File: src/rtl/auto_bright_ctrl.sv
// -----------------------------------------------------------------------------
// auto_bright_ctrl
//
// Frame-statistics controller for the linear brightness-adjust stage. It taps
// the raw pixel stream, computes the mean luma of every frame and, during
// vertical blanking, moves a signed brightness offset toward
// (target_luma - mean) by at most STEP_MAX per frame.
//
// Ports:
//   clk          pixel clock
//   reset        synchronous, active-high reset
//   enable       1 = closed-loop updates, 0 = force adjust_val to 0
//   target_luma  desired mean luma (unsigned 8 bit)
//   vs_in        vertical sync, rising edge marks a frame boundary
//   valid_i      pixel qualifier
//   img_data_i   pixel {R[23:16], G[15:8], B[7:0]}
//   adjust_val   signed offset, -255..+255
//   mean_luma    last computed frame mean
//   mean_valid   one-cycle pulse when mean_luma/adjust_val update
//   busy         high while the divider runs
// -----------------------------------------------------------------------------
module auto_bright_ctrl #(
    parameter int STEP_MAX = 8,
    parameter int DEADBAND = 2
) (
    input  logic        clk,
    input  logic        reset,
    input  logic        enable,
    input  logic [7:0]  target_luma,
    input  logic        vs_in,
    input  logic        valid_i,
    input  logic [23:0] img_data_i,
    output logic [8:0]  adjust_val,
    output logic [7:0]  mean_luma,
    output logic        mean_valid,
    output logic        busy
);

    typedef enum logic [1:0] {
        ST_IDLE   = 2'd0,
        ST_DIV    = 2'd1,
        ST_UPDATE = 2'd2
    } state_t;

    localparam logic signed [11:0] STEP_S = 12'(STEP_MAX);
    localparam logic signed [11:0] DB_S   = 12'(DEADBAND);
    localparam logic signed [11:0] LIM_S  = 12'sd255;

    // luma pipeline
    logic [15:0] luma_prod_s;
    logic [15:0] luma_sum_r;
    logic        y_valid1_r;
    logic [7:0]  y_r;
    logic        y_valid2_r;

    // sync delay line, kept in step with the luma pipeline
    logic        vs_d1_r;
    logic        vs_d2_r;
    logic        vs_d3_r;
    logic        frame_edge_s;

    // frame accumulators
    logic [31:0] acc_sum_r;
    logic [23:0] acc_cnt_r;

    // divider
    logic [31:0] div_quo_r;
    logic [23:0] div_rem_r;
    logic [23:0] div_den_r;
    logic [4:0]  bit_cnt_r;
    logic [24:0] div_trial_s;
    logic        div_fit_s;
    logic        div_start_s;
    logic [7:0]  quo_sat_s;

    // controller
    state_t             state_r;
    state_t             state_nxt_s;
    logic signed [11:0] desired_s;
    logic signed [11:0] diff_s;
    logic signed [11:0] step_s;
    logic signed [11:0] sum_s;
    logic [8:0]         adj_nxt_s;

    logic [8:0]  adjust_val_r;
    logic [7:0]  mean_luma_r;
    logic        mean_valid_r;
    logic        busy_r;

    assign adjust_val = adjust_val_r;
    assign mean_luma  = mean_luma_r;
    assign mean_valid = mean_valid_r;
    assign busy       = busy_r;

    // Weighted RGB sum; the largest value (256 * 255) still fits 16 bits.
    always_comb begin
        luma_prod_s = 16'd77  * {8'd0, img_data_i[23:16]}
                    + 16'd150 * {8'd0, img_data_i[15:8]}
                    + 16'd29  * {8'd0, img_data_i[7:0]};
    end

    // Two-stage luma pipeline with the pixel qualifier and sync riding along.
    always_ff @(posedge clk) begin
        if (reset) begin
            luma_sum_r <= 16'd0;
            y_valid1_r <= 1'b0;
            y_r        <= 8'd0;
            y_valid2_r <= 1'b0;
            vs_d1_r    <= 1'b0;
            vs_d2_r    <= 1'b0;
            vs_d3_r    <= 1'b0;
        end else begin
            luma_sum_r <= luma_prod_s;
            y_valid1_r <= valid_i;
            y_r        <= 8'(luma_sum_r >> 4'd8);
            y_valid2_r <= y_valid1_r;
            vs_d1_r    <= vs_in;
            vs_d2_r    <= vs_d1_r;
            vs_d3_r    <= vs_d2_r;
        end
    end

    assign frame_edge_s = vs_d2_r & ~vs_d3_r;
    // Only an idle controller accepts a finished frame; statistics of a frame
    // that ends while a divide is still in flight are dropped.
    assign div_start_s  = (state_r == ST_IDLE) && frame_edge_s && (acc_cnt_r != 24'd0);

    // Per-frame luma sum and pixel count; a pixel on the boundary opens the new frame.
    always_ff @(posedge clk) begin
        if (reset) begin
            acc_sum_r <= 32'd0;
            acc_cnt_r <= 24'd0;
        end else if (frame_edge_s) begin
            acc_sum_r <= y_valid2_r ? {24'd0, y_r} : 32'd0;
            acc_cnt_r <= y_valid2_r ? 24'd1 : 24'd0;
        end else if (y_valid2_r) begin
            acc_sum_r <= acc_sum_r + {24'd0, y_r};
            acc_cnt_r <= acc_cnt_r + 24'd1;
        end else begin
            acc_sum_r <= acc_sum_r;
            acc_cnt_r <= acc_cnt_r;
        end
    end

    // Restoring-divide trial: shift the next dividend bit into the remainder.
    always_comb begin
        div_trial_s = {div_rem_r, div_quo_r[31]};
        div_fit_s   = (div_trial_s >= {1'b0, div_den_r});
        if (div_quo_r[31:8] != 24'd0) begin
            quo_sat_s = 8'd255;
        end else begin
            quo_sat_s = div_quo_r[7:0];
        end
    end

    // Divider datapath: load on an accepted boundary, then one quotient bit per clock.
    always_ff @(posedge clk) begin
        if (reset) begin
            div_quo_r <= 32'd0;
            div_rem_r <= 24'd0;
            div_den_r <= 24'd0;
            bit_cnt_r <= 5'd0;
        end else if (div_start_s) begin
            div_quo_r <= acc_sum_r;
            div_rem_r <= 24'd0;
            div_den_r <= acc_cnt_r;
            bit_cnt_r <= 5'd31;
        end else if (state_r == ST_DIV) begin
            if (div_fit_s) begin
                div_rem_r <= 24'(div_trial_s - {1'b0, div_den_r});
                div_quo_r <= {div_quo_r[30:0], 1'b1};
            end else begin
                div_rem_r <= div_trial_s[23:0];
                div_quo_r <= {div_quo_r[30:0], 1'b0};
            end
            bit_cnt_r <= bit_cnt_r - 5'd1;
        end else begin
            div_quo_r <= div_quo_r;
            div_rem_r <= div_rem_r;
            div_den_r <= div_den_r;
            bit_cnt_r <= bit_cnt_r;
        end
    end

    // Next-state logic for IDLE -> DIV -> UPDATE -> IDLE.
    always_comb begin
        state_nxt_s = state_r;
        case (state_r)
            ST_IDLE: begin
                if (div_start_s) begin
                    state_nxt_s = ST_DIV;
                end else begin
                    state_nxt_s = ST_IDLE;
                end
            end
            ST_DIV: begin
                if (bit_cnt_r == 5'd0) begin
                    state_nxt_s = ST_UPDATE;
                end else begin
                    state_nxt_s = ST_DIV;
                end
            end
            ST_UPDATE: begin
                state_nxt_s = ST_IDLE;
            end
            default: begin
                state_nxt_s = ST_IDLE;
            end
        endcase
    end

    // State register.
    always_ff @(posedge clk) begin
        if (reset) begin
            state_r <= ST_IDLE;
        end else begin
            state_r <= state_nxt_s;
        end
    end

    // Offset step: bounded move toward (target - mean) outside the deadband,
    // with the result kept inside the 9-bit signed range.
    always_comb begin
        desired_s = $signed({4'd0, target_luma}) - $signed({4'd0, quo_sat_s});
        diff_s    = desired_s - $signed({{3{adjust_val_r[8]}}, adjust_val_r});
        if ((diff_s > DB_S) || (diff_s < -DB_S)) begin
            if (diff_s > STEP_S) begin
                step_s = STEP_S;
            end else if (diff_s < -STEP_S) begin
                step_s = -STEP_S;
            end else begin
                step_s = diff_s;
            end
        end else begin
            step_s = 12'sd0;
        end
        sum_s = $signed({{3{adjust_val_r[8]}}, adjust_val_r}) + step_s;
        if (sum_s > LIM_S) begin
            adj_nxt_s = 9'h0FF;
        end else if (sum_s < -LIM_S) begin
            adj_nxt_s = 9'h101;
        end else begin
            adj_nxt_s = sum_s[8:0];
        end
    end

    // Registered outputs; enable low overrides any update and pins the offset at 0.
    always_ff @(posedge clk) begin
        if (reset) begin
            adjust_val_r <= 9'd0;
            mean_luma_r  <= 8'd0;
            mean_valid_r <= 1'b0;
            busy_r       <= 1'b0;
        end else begin
            mean_valid_r <= (state_r == ST_UPDATE);
            busy_r       <= (state_nxt_s == ST_DIV);
            if (state_r == ST_UPDATE) begin
                mean_luma_r <= quo_sat_s;
            end else begin
                mean_luma_r <= mean_luma_r;
            end
            if (!enable) begin
                adjust_val_r <= 9'd0;
            end else if (state_r == ST_UPDATE) begin
                adjust_val_r <= adj_nxt_s;
            end else begin
                adjust_val_r <= adjust_val_r;
            end
        end
    end

endmodule

File: config.mk
export PLATFORM = sky130hd
export DESIGN_NAME = auto_bright_ctrl
export DESIGN_NICKNAME = d
export VERILOG_FILES = /design/src/rtl/auto_bright_ctrl.sv
export SDC_FILE = /design/constraint.sdc
export NUM_CORES = 1
export LEC_CHECK = 0
export BUFFER_PORTS_ARGS = -buffer_cell sky130_fd_sc_hd__buf_2
export CORE_MARGIN = 1.5
export CORE_UTILIZATION = 35
export DETAILED_ROUTE_END_ITERATION = 10
export MAX_ROUTING_LAYER = met4
export PLACE_DENSITY = 0.54
export SLEW_MARGIN = 40
export SYNTH_ARGS = -nofsm -noshare
export SYNTH_HDL_FRONTEND = slang
export SYNTH_SLANG_ARGS = --single-unit
File: constraint.sdc
create_clock -name clk -period 9.2 [get_ports clk]
set_input_delay 1.84 -clock clk [delete_from_list [all_inputs] [get_ports clk]]
set_output_delay 1.84 -clock clk [all_outputs]
set_load 0.02 [all_outputs]
==> flow_summary.toml <==
[setup_path]
setup.worst_path.start_class = "register"
timing.rr.end = "adjust_val[3]$_SDFFE_PP0P_"
cp.arrival_ns = 8.23
worstSetupPathType = "register to register"
cp_endpoint_kind = "register"
worst_path_max_delay_cell = "sky130_fd_sc_hd__or4b_2"
critPathMostFrequentCell = "sky130_fd_sc_hd__ha_1"
timing.reg2reg.setup_slack_ns = 1.27
critPathLaunch = "div_quo_r[10]$_SDFFE_PP0P_"
timing.critical_path.slowest_cell_delay_ns = 0.66
reg2reg_depth = 27
critical_path.max_fanout = 10
critical_path_required_ns = 9.50
worstReg2RegStart = "div_quo_r[10]$_SDFFE_PP0P_"
cp_top_family = "simple AND/OR/NAND/NOR gates"
cp_num_buf_inv = 2

[timing]
clock.fmax_mhz = 126.2
clock_skew_ns = 0.01387
max-slew-margin-rel_pct = 44.29
hold_violations = 0
finalHoldWorstSlack_ns = 0.4347
setup-tns-final_ns = 0
timing.final.crit_share_pct = 86.16
drv_slew = 0
worst_pin_slew_ns = 0.8357
setup_viol = 0
finalWorstPathRequiredPeriod_ns = 7.927
grt_setup_unrepaired = "no"
setup_ws_ns = 1.273

[yosys]
post_synth_mux_area_share_pct = 0.9752
synth.yosys.seq_area_share_pct = 27.45
netlist_instances = 1613
post_synthesis_share_of_cell_area_spent_on_and_or_nand_and_nor_gates_pct = 17.75
mappedNetlistNets = 1856
synth_compound_gate_area_share_pct = 17.97
combinational_family_with_the_most_area_after_synthesis = "adder cells"
synthFlopType = "sky130_fd_sc_hd__dfxtp_1"
post_synth_xor_area_fraction_pct = 6.498
async_s_r_ff_share_synth_pct = 0
synth_fa_ha_area_share_pct = 22.77
synth_edf_count = 0
syn-mean-instance-area_sq_um = 8.273
synthesis.yosys.warnings = 0
syn-cell-area_sq_um = 13340
count_of_different_cell_masters_after_synthesis = 75
synth_seq_cells = 183

[final_layout]
most-common-layout-cells = "sky130_fd_sc_hd__dfxtp_1 (182), sky130_fd_sc_hd__inv_1 (164), sky130_fd_sc_hd__nand2_1 (163), sky130_fd_sc_hd__nor2_1 (154), sky130_fd_sc_hd__ha_1 (146)"
final_area_sq_um = 14700
n_antenna_cell = 0
drive_above_1_share_pct = 7.468
commonest_non_fill_non_tap_cell_in_the_layout = "sky130_fd_sc_hd__dfxtp_1"
growth_of_design_area_from_synthesis_to_finish_pct = 10.19
finalNetCount = 1877

[detailed_routing]
vias = 10860
post-route-drc-count = 0
drt-wirelength-per-cell_microns = 14.26
antenna_violating_nets_remaining = 0
drtIter0Drc = 601
routed_via_density = 5.032
detailedRoute.firstPassIterationCount = 5
detail_route.wirelength_microns = 30770

[floorplan]
top_level_ports = 56
floorplan.die_area_sq_um = 39310
chip_height_microns = 198.3
core_region_area_sq_um = 37580
floorplan.initialDensity_pct = 35.51
std_cell_rows = 71
die-width_microns = 198.3

[grt]
grt_usage_pct = 16.79
grt_overflow = 0
first_global_vias = 10552
global_route_wire_length_before_repair_microns = 52380
grt_max_degree = 77
grt_antenna_before_repair = 0

[hold_path]
worst_hold_startpoint = "luma_sum_r[10]$_SDFF_PP0_"
worst_hold_path.num_cells = 1
hold_class = "register to register"
hold_path_end = "y_r[2]$_SDFF_PP0_"

[placement]
instance_area_at_placement_sq_um = 14080
post-place-ws_ns = 0.9596
placement.io_buffers = 55
dp_hpwl_microns = 23320
finalWeightedCongestion = 0.8652

[cts]
clk_path_buf_depth = 2
worst_setup_hold_path_clk_slew_ns = 0.08
ctsResizeCount = 0
tritoncts = "done"
clock_sink_count = 183
clockRootBuffer = "sky130_fd_sc_hd__clkbuf_16"
cts-htree-levels = 4
numCtsBuffers = 17
hold_buf_cts = 0
clock_insertion_delay_worst_skew_ns = 0.44
cts.repair_timing.setup_buffer_count = 0

[power]
power.density_nw_per_um2 = 213.3
peakVddDrop_mv = 0.2302
cellLeakagePower_nw = 6.150
design_power_total_mw = 3.137

[flow_run]
cap_viol_max_count = 0

[status]
outcome = "finished clean"
-- how the worst max path moves through the flow --
stage | endpoint | cells after the start | slack [ns]
global route | adjust_val[3]$_SDFFE_PP0P_ | 27 | 0.46
CTS | adjust_val[3]$_SDFFE_PP0P_ | 27 | 1.16
global placement | adjust_val[5]$_SDFFE_PP0P_ | 27 | 1.10
finish | adjust_val[3]$_SDFFE_PP0P_ | 27 | 1.27
floorplan | adjust_val[2]$_SDFFE_PP0P_ | 29 | 1.56
detailed placement | adjust_val[3]$_SDFFE_PP0P_ | 28 | 0.96
-- Yosys cell counts (all sizes together), types with 4 or more instances --
master / number / area share [%]
dfxtp: 183 / 27
inv: 165 / 4.6
nand2: 163 / 4.6
nor2: 156 / 4.4
ha: 146 / 14
a21oi: 143 / 5.4
o21ai: 66 / 2.5
fa: 60 / 9.0
xor2: 51 / 3.3
clkbuf: 49 / 1.4
xnor2: 48 / 3.2
nor2b: 38 / 1.8
a22oi: 37 / 2.1
nor3: 33 / 1.2
nand4: 23 / 1.1
o21a: 17 / 0.96
a21o: 16 / 0.90
nand2b: 16 / 0.75
nor4: 16 / 0.75
a211oi: 15 / 0.96
nand3: 14 / 0.53
and3: 13 / 0.61
mux2i: 13 / 0.98
a31oi: 12 / 0.61
buf: 12 / 0.56
or3: 10 / 0.47
o31ai: 9 / 0.51
o211ai: 8 / 0.53
or2: 8 / 0.38
and2: 6 / 0.28
o22ai: 6 / 0.28
a41oi: 5 / 0.33
and4: 5 / 0.33
o21bai: 5 / 0.28
o31a: 4 / 0.26
-- power by group --
group	internal [mW]	leakage, nW	switching, mW
Combinational	0.703	4.38	0.847
Sequential	0.829	1.48	0.0129
Clock	0.394	0.287	0.352
-- metrics by stage --
step / std cells / util [%]
floorplan: 1613 / -
global placement: 2125 / 37.47
detailed placement: 2125 / 37.48
CTS: 2157 / 39.05
global route: 2158 / 39.13
finish: 2158 / 39.13
-- state kept, by name, summed over array words and instances, names as in the netlist, 2 cells and up --
register and flops:
div_den_r 24, div_rem_r 24, bit_cnt_r 5, acc_cnt_r 24, adjust_val 9, acc_sum_r 32
luma_sum_r 8, div_quo_r 32, state_r 2, y_r 8, mean_luma 8
-- metal layers --
layer  wire (microns)  track usage [%]  up-vias
li1                 -                -     5578
met1            15860            22.92     5109
met2            13820            26.52      153
met3              811            2.265       20
met4              280            3.308        0
met5                0                -        -
-- cell families after synthesis --
group	count (synthesis)
flops	183
compound gates	375
xor+xnor	99
fa+ha+maj	207
simple gates	510
buf+inv	226
mux	13
-- final cells by class --
class                      count  area, sq um
clock buffer                  18        439.2
clock inverter                14        151.4
fill                        3885        22870
inverter                     165        619.3
multi-input combinational   1204         8832
sequential                   183         3665
tap                          511        639.4
timing repair buffer          63        357.8
-- worst register-to-register path: stages (launching register included) --
cell and delay [ns]:
sky130_fd_sc_hd__dfxtp_1 0.35, sky130_fd_sc_hd__nor4_1 0.43, sky130_fd_sc_hd__nand4_1 0.27, sky130_fd_sc_hd__or2_2 0.46
sky130_fd_sc_hd__nor2_1 0.35, sky130_fd_sc_hd__ha_1 0.31, sky130_fd_sc_hd__a21oi_1 0.16, sky130_fd_sc_hd__o31ai_1 0.10
sky130_fd_sc_hd__a41oi_1 0.29, sky130_fd_sc_hd__xnor2_1 0.13, sky130_fd_sc_hd__ha_1 0.36, sky130_fd_sc_hd__inv_1 0.11
sky130_fd_sc_hd__or4b_2 0.66, sky130_fd_sc_hd__o311ai_1 0.19, sky130_fd_sc_hd__nand4_1 0.26, sky130_fd_sc_hd__ha_1 0.46
sky130_fd_sc_hd__nor3_1 0.22, sky130_fd_sc_hd__ha_1 0.22, sky130_fd_sc_hd__inv_1 0.06, sky130_fd_sc_hd__fa_1 0.40
sky130_fd_sc_hd__nor2b_1 0.16, sky130_fd_sc_hd__o31a_1 0.27, sky130_fd_sc_hd__a21oi_1 0.09, sky130_fd_sc_hd__or4b_1 0.51
sky130_fd_sc_hd__o311ai_0 0.36, sky130_fd_sc_hd__a22oi_1 0.19, sky130_fd_sc_hd__o21ai_1 0.35, sky130_fd_sc_hd__nor2_1 0.09
Note: power is estimated with default switching activity, not from simulation.
